`src/rtl/alu_seq_pkg.sv`:
```
// Shared encodings for the ALU instruction sequencer: step states, opcodes,
// one-hot ALU operation bit positions and instruction field positions.
package alu_seq_pkg;

  typedef enum logic [2:0] {
    S_IDLE = 3'd0,
    S_T0   = 3'd1,
    S_T1   = 3'd2,
    S_T2   = 3'd3,
    S_T3   = 3'd4,
    S_T4   = 3'd5,
    S_T5   = 3'd6,
    S_T6   = 3'd7
  } state_t;

  localparam logic [4:0] OPC_ADD  = 5'b00000;
  localparam logic [4:0] OPC_SUB  = 5'b00001;
  localparam logic [4:0] OPC_AND  = 5'b00010;
  localparam logic [4:0] OPC_OR   = 5'b00011;
  localparam logic [4:0] OPC_SHR  = 5'b00101;
  localparam logic [4:0] OPC_SHRA = 5'b00110;
  localparam logic [4:0] OPC_SHL  = 5'b00111;
  localparam logic [4:0] OPC_ROR  = 5'b01000;
  localparam logic [4:0] OPC_ROL  = 5'b01001;
  localparam logic [4:0] OPC_NEG  = 5'b01010;
  localparam logic [4:0] OPC_NOT  = 5'b01011;
  localparam logic [4:0] OPC_MUL  = 5'b01100;
  localparam logic [4:0] OPC_DIV  = 5'b01101;

  localparam int ALU_OP_W = 13;
  localparam logic [3:0] OP_ADD  = 4'd0;
  localparam logic [3:0] OP_SUB  = 4'd1;
  localparam logic [3:0] OP_MUL  = 4'd2;
  localparam logic [3:0] OP_DIV  = 4'd3;
  localparam logic [3:0] OP_AND  = 4'd4;
  localparam logic [3:0] OP_OR   = 4'd5;
  localparam logic [3:0] OP_SHR  = 4'd6;
  localparam logic [3:0] OP_SHRA = 4'd7;
  localparam logic [3:0] OP_SHL  = 4'd8;
  localparam logic [3:0] OP_ROR  = 4'd9;
  localparam logic [3:0] OP_ROL  = 4'd10;
  localparam logic [3:0] OP_NEG  = 4'd11;
  localparam logic [3:0] OP_NOT  = 4'd12;

  localparam int OPC_LSB = 27;
  localparam int RA_LSB  = 23;
  localparam int RB_LSB  = 19;
  localparam int RC_LSB  = 15;

endpackage

```
`src/rtl/alu_instr_sequencer_reg_field_decode.sv`:
```
// 4-to-16 one-hot decoder with enable; turns an R field into register strobes.
module reg_field_decode (
  input  logic        en,
  input  logic [3:0]  field,
  output logic [15:0] onehot
);

  for (genvar gi = 0; gi < 16; gi++) begin : g_bit
    assign onehot[gi] = en && (field == 4'(gi));
  end

endmodule

```
`src/rtl/alu_instr_sequencer.sv`:
```
// Moore control unit stepping the single-bus datapath through fetch (T0..T2)
// and execute (T3..T6) of register-register ALU instructions.
module alu_instr_sequencer
  import alu_seq_pkg::*;
#(
  parameter int CNT_W = 16
) (
  input  logic                clock,
  input  logic                clear,
  input  logic                run,
  input  logic                mem_rdy,
  input  logic [31:0]         ir,
  output logic                PCout,
  output logic                MARin,
  output logic                IncPC,
  output logic                PCin,
  output logic                MDMuxread,
  output logic                MDRin,
  output logic                MDRout,
  output logic                IRin,
  output logic                Yin,
  output logic                Zlowin,
  output logic                Zhighin,
  output logic                Zlowout,
  output logic                Zhighout,
  output logic                HIin,
  output logic                LOin,
  output logic [15:0]         Rin,
  output logic [15:0]         Rout,
  output logic [ALU_OP_W-1:0] alu_op,
  output logic                done,
  output logic                illegal,
  output logic [CNT_W-1:0]    instr_count
);

  state_t            state_reg, state_next;
  logic [CNT_W-1:0]  count_reg;

  logic [4:0] opc;
  logic [3:0] ra, rb, rc;
  logic       ir_unused;

  assign opc       = ir[OPC_LSB +: 5];
  assign ra        = ir[RA_LSB +: 4];
  assign rb        = ir[RB_LSB +: 4];
  assign rc        = ir[RC_LSB +: 4];
  assign ir_unused = ^ir[RC_LSB-1:0];

  logic       op_legal, is_muldiv, is_unary;
  logic [3:0] op_idx;

  always_comb begin
    op_legal  = 1'b1;
    is_muldiv = 1'b0;
    is_unary  = 1'b0;
    op_idx    = OP_ADD;
    case (opc)
      OPC_ADD:  op_idx = OP_ADD;
      OPC_SUB:  op_idx = OP_SUB;
      OPC_AND:  op_idx = OP_AND;
      OPC_OR:   op_idx = OP_OR;
      OPC_SHR:  op_idx = OP_SHR;
      OPC_SHRA: op_idx = OP_SHRA;
      OPC_SHL:  op_idx = OP_SHL;
      OPC_ROR:  op_idx = OP_ROR;
      OPC_ROL:  op_idx = OP_ROL;
      OPC_NEG:  begin op_idx = OP_NEG; is_unary = 1'b1; end
      OPC_NOT:  begin op_idx = OP_NOT; is_unary = 1'b1; end
      OPC_MUL:  begin op_idx = OP_MUL; is_muldiv = 1'b1; end
      OPC_DIV:  begin op_idx = OP_DIV; is_muldiv = 1'b1; end
      default:  op_legal = 1'b0;
    endcase
  end

  logic final_step;
  assign final_step = ((state_reg == S_T5) && !is_muldiv) || (state_reg == S_T6);

  always_ff @(posedge clock) begin
    if (clear) begin
      state_reg <= S_IDLE;
      count_reg <= '0;
    end else begin
      state_reg <= state_next;
      if (final_step)
        count_reg <= count_reg + CNT_W'(1);
    end
  end

  logic       rout_en, rin_en;
  logic [3:0] rout_sel;

  always_comb begin
    state_next = state_reg;
    PCout = 1'b0; MARin = 1'b0; IncPC = 1'b0; PCin = 1'b0;
    MDMuxread = 1'b0; MDRin = 1'b0; MDRout = 1'b0; IRin = 1'b0; Yin = 1'b0;
    Zlowin = 1'b0; Zhighin = 1'b0; Zlowout = 1'b0; Zhighout = 1'b0;
    HIin = 1'b0; LOin = 1'b0; done = 1'b0; illegal = 1'b0;
    rout_en = 1'b0; rout_sel = rb; rin_en = 1'b0;
    case (state_reg)
      S_IDLE: if (run) state_next = S_T0;
      S_T0: begin
        PCout = 1'b1; MARin = 1'b1; IncPC = 1'b1; Zlowin = 1'b1;
        state_next = S_T1;
      end
      S_T1: begin
        // Held for every wait cycle; reloading PC and MDR is harmless.
        Zlowout = 1'b1; PCin = 1'b1; MDMuxread = 1'b1; MDRin = 1'b1;
        if (mem_rdy) state_next = S_T2;
      end
      S_T2: begin
        MDRout = 1'b1; IRin = 1'b1;
        state_next = S_T3;
      end
      S_T3: begin
        rout_en = 1'b1; Yin = 1'b1;
        if (op_legal) state_next = S_T4;
        else begin
          illegal    = 1'b1;
          state_next = S_IDLE;
        end
      end
      S_T4: begin
        rout_en  = 1'b1;
        rout_sel = is_unary ? rb : rc;
        Zlowin   = 1'b1;
        Zhighin  = is_muldiv;
        state_next = S_T5;
      end
      S_T5: begin
        Zlowout = 1'b1;
        if (is_muldiv) begin
          LOin       = 1'b1;
          state_next = S_T6;
        end else begin
          rin_en     = 1'b1;
          done       = 1'b1;
          state_next = run ? S_T0 : S_IDLE;
        end
      end
      S_T6: begin
        Zhighout = 1'b1; HIin = 1'b1; done = 1'b1;
        state_next = run ? S_T0 : S_IDLE;
      end
      default: state_next = S_IDLE;
    endcase
  end

  for (genvar gi = 0; gi < ALU_OP_W; gi++) begin : g_alu_op
    assign alu_op[gi] = (state_reg == S_T4) && op_legal && (op_idx == 4'(gi));
  end

  reg_field_decode u_rout_dec (
    .en     (rout_en),
    .field  (rout_sel),
    .onehot (Rout)
  );

  reg_field_decode u_rin_dec (
    .en     (rin_en),
    .field  (ra),
    .onehot (Rin)
  );

  assign instr_count = count_reg;

endmodule

```
`config.mk`:
```
export PLATFORM = sky130hd
export DESIGN_NAME = alu_instr_sequencer
export DESIGN_NICKNAME = d
export VERILOG_FILES = /design/src/rtl/alu_seq_pkg.sv /design/src/rtl/alu_instr_sequencer_reg_field_decode.sv /design/src/rtl/alu_instr_sequencer.sv
export SDC_FILE = /design/constraint.sdc
export NUM_CORES = 1
export LEC_CHECK = 0
export CAP_MARGIN = 5
export CORE_MARGIN = 2
export CORE_UTILIZATION = 40
export CTS_BUF_LIST = sky130_fd_sc_hd__clkbuf_8
export DETAILED_ROUTE_END_ITERATION = 10
export GPL_ROUTABILITY_DRIVEN = 0
export PLACE_DENSITY = 0.9
export SKIP_CTS_REPAIR_TIMING = 1
export SLEW_MARGIN = 0
export SYNTH_ARGS = -nofsm -noshare
export SYNTH_HDL_FRONTEND = slang
export SYNTH_SLANG_ARGS = --single-unit
```
`constraint.sdc`:
```
create_clock -name clock -period 2.6 [get_ports clock]
set_clock_uncertainty 0.1 [all_clocks]
set_input_delay 0.52 -clock clock [delete_from_list [all_inputs] [get_ports clock]]
set_output_delay 0.52 -clock clock [all_outputs]
set_load 0.1 [all_outputs]
```
==> impl_metrics.json, run 1 <==
{
  "cts.path.max_buffers": 2,
  "synth_enable_flop_cells": 0,
  "cts_max_level": 1,
  "syn_avg_cell_area_um2": 7.24,
  "lastStage": "global routing",
  "numCtsBuffers": 3,
  "gr-total-overflow": 63,
  "dpl_cell_area_um2": 3880,
  "synth_seq_cells": 19,
  "grt_max_degree": 20,
  "cts_root_buf": "clkbuf_8",
  "initial_core_util": 0.418,
  "synth_cells": 231,
  "synth_top_area_frac": 0.227,
  "synth_common_cells": "54 x nor2_1, 19 x dfxtp_1, 14 x a21oi_1",
  "cts_sinks": 19,
  "grtUsageTotal": 0.750,
  "ys_seq_area_frac": 0.227,
  "synth_ff_type": "dfxtp_1",
  "io-pin-count": 114,
  "synthArstFlopShare": 0,
  "status": "did not finish",
  "num_rows": 23,
  "netlist_area_um2": 1670,
  "netlist_top_cells_area": "dfxtp_1 23%, nor2_1 12%, a21oi_1 4.2%",
  "synth_top_area_cell": "dfxtp_1",
  "error": "[ERROR GRT-0232] Routing congestion too high. Check the congestion heatmap in the GUI.",
  "io_buffer_count": 98,
  "synth_warnings": 0,
  "dieHeight_um": 68.7,
  "hpwlAfterDp_um": 6810,
  "synth.most_common_cell": "nor2_1",
  "fp.dieW_um": 68.7,
  "ys_types": 47,
  "synth_nets": 268
}
[cell families after synthesis]
| logic type | count (synthesis) | share of synthesized area |
|---|---|---|
| simple gates | 137 | 0.448 |
| compound gates | 39 | 0.160 |
| buf+inv | 22 | 0.0838 |
| flops | 19 | 0.227 |
| xor+xnor | 7 | 0.0366 |
| mux | 6 | 0.0366 |
| fa+ha+maj | 1 | 0.00748 |
[routing by layer]
layer | global-route usage | overflow
met4 | 0.915 | 29
met2 | 0.960 | 34
met3 | 0.505 | 0
met5 | 0.0375 | 0
met1 | 0.716 | 0
[stage by stage]
step                cells  worst slack, ns
floorplan             231           -0.435
CTS                   402           -0.474
detailed placement    398           -0.300
global placement      398           -0.233
==> run 2: changes to the inputs <==
CORE_UTILIZATION = 25   (was 40)
CTS_BUF_LIST = unset   (was sky130_fd_sc_hd__clkbuf_8)
PLACE_DENSITY = unset   (was 0.9)
PLACE_DENSITY_LB_ADDON = 0.15   (was unset)
==> run 2 against run 1 <==
Effect of this change: the flow now finishes, with violations (DRC); area after synthesis stayed put; synthesized cell count stayed put.
==> impl_metrics.json, run 2 <==
{
  "critPathArrivalTime_ns": 1.93,
  "die-area_um2": 7360,
  "initial_core_util": 0.260,
  "ys_seq_area_frac": 0.227,
  "drt_iter0_drc": 99,
  "cts.path.max_buffers": 2,
  "drt_wl_total_um": 5510,
  "slew_viol_final": 0,
  "dp_cells": 421,
  "setup_viol": 0,
  "cts_max_level": 1,
  "cts_root_buf": "clkbuf_8",
  "final_cell_count_no_fill": 430,
  "netlist_top_cells_area": "dfxtp_1 23%, nor2_1 12%, a21oi_1 4.2%",
  "io_buffer_count": 98,
  "cap_viol_max_count": 0,
  "clk_latency_ns": 0.26,
  "hp-class": "flop to flop",
  "cts_tree": "done",
  "crit_required_ns": 1.98,
  "num_rows": 29,
  "via_per_inst": 4.78,
  "fp.dieW_um": 85.8,
  "vias": 2057,
  "cts_sinks": 19,
  "combPwrFrac": 0.396,
  "synth_common_cells": "54 x nor2_1, 19 x dfxtp_1, 14 x a21oi_1",
  "grt_pass1_wl_um": 9470,
  "ys_types": 47,
  "dpl_cell_area_um2": 3890,
  "routedWlPerCell_um": 12.8,
  "nets": 391,
  "pwr-share-clk": 0.246,
  "fin_area_um2": 3990,
  "fin_crit_sh": 0.979,
  "drc": 11,
  "firstDrtPassIters": 7,
  "powerDensity_nw_per_um2": 212,
  "synthArstFlopShare": 0,
  "numCtsBuffers": 3,
  "status": "finished, violations left",
  "final_common_cell": "buf_12",
  "synth_enable_flop_cells": 0,
  "critical_path.max_fanout": 4,
  "drive_gt1_frac": 0.564,
  "syn_avg_cell_area_um2": 7.24,
  "failed_checks": "DRC",
  "ant_nets": 0,
  "synth_cells": 231,
  "largest_reg_flops": 16,
  "swShare": 0.370,
  "gr-total-overflow": 0,
  "synth_top_area_frac": 0.227,
  "num-fill-cells": 540,
  "slew-limit-headroom": 0.619,
  "p_switching_mw": 0.313,
  "synth_top_area_cell": "dfxtp_1",
  "clkTransAtPathRegs_ns": 0.07,
  "most-common-layout-cells": "61 x buf_12, 55 x buf_4, 28 x nor2_4",
  "antenna_found_initial": 0,
  "whs_ns": 0.381,
  "antenna_cells": 0,
  "synth.most_common_cell": "nor2_1",
  "min_period_ns": 2.55,
  "dieHeight_um": 85.8,
  "io-pin-count": 114,
  "hold_viol_final": 0,
  "seq_power_share": 0.358,
  "hpwlAfterDp_um": 4690,
  "critPathLaunchType": "primary input",
  "power.total_mw": 0.847,
  "worst_pin_slew_ns": 0.569,
  "grt_max_degree": 17,
  "fmax_mhz": 393,
  "final_core_util": 0.620,
  "netlist_area_um2": 1670,
  "end_kind": "primary output",
  "leakagePower_nw": 1.47,
  "synth_warnings": 0,
  "core_area_um2": 6420,
  "synth_ff_type": "dfxtp_1",
  "worstSetupPathType": "primary input to primary output",
  "areaGrowthSynthToFinish_pct": 138,
  "grt_pass1_vias": 1939,
  "synth_seq_cells": 19,
  "intPower_mw": 0.534,
  "peakVddDrop_mv": 0.267,
  "synth_nets": 268,
  "grtUsageTotal": 0.157
}
[run 2: power by group through the flow]
stage	clock network [mW]	logic, mW	registers, mW
2_1_floorplan	0	0.220	0.304
3_3_place_gp	0	0.332	0.310
3_5_place_dp	0	0.335	0.310
4_1_cts	0.217	0.336	0.303
5_1_grt	0.226	0.355	0.304
6_report	0.209	0.335	0.303
[run 2: path summary, 6_finish.rpt]
check	start	end	slack [ns]	depth (start not counted)
hold reg to reg	instr_count[15]	instr_count[15]	0.38	2
hold / removal	instr_count[15]	instr_count[15]	0.38	2
setup / recovery	ir[23]	Rin[1]	0.05	5
setup reg to reg	state_reg[2]	instr_count[15]	0.79	5
[run 2: cells by family after synthesis]
group / Yosys count / share of synthesized area
simple gates: 137 / 0.448
mux: 6 / 0.0366
flops: 19 / 0.227
buf+inv: 22 / 0.0838
compound gates: 39 / 0.160
xor+xnor: 7 / 0.0366
fa+ha+maj: 1 / 0.00748
[run 2: layout make-up]
cell class / instances / area [µm²] / area share
Sequential cell: 19 / 384 / 0.0964
Multi-Input combinational cell: 190 / 1610 / 0.404
Timing Repair Buffer: 136 / 1830 / 0.459
Inverter: 4 / 18.8 / 0.00471
Clock buffer: 4 / 45.0 / 0.0113
Tap cell: 77 / 96.3 / 0.0242
[run 2: critical path, stage by stage]
cell and delay (ns):
clkdlybuf4s50_1 0.48, inv_1 0.06, or3_4 0.46, nor3_4 0.21
buf_12 0.20
[run 2: metrics by stage]
step / TNS (ns) / worst slack [ns]
6_report: 0 / 0.0549
5_1_grt: -0.00531 / -0.00531
4_1_cts: -6.90 / -0.295
3_5_place_dp: -6.79 / -0.293
3_3_place_gp: -6.07 / -0.268
2_1_floorplan: -3.46 / -0.435
[run 2: metal layers]
metal	share of wire	GRT usage	wire length, µm
met1	0.46	0.219	2540
met2	0.47	0.255	2600
met3	0.058	0.0260	320
met4	0.0085	0.0346	47
met5	0	0	0
Power figures use the tool's default switching activity.
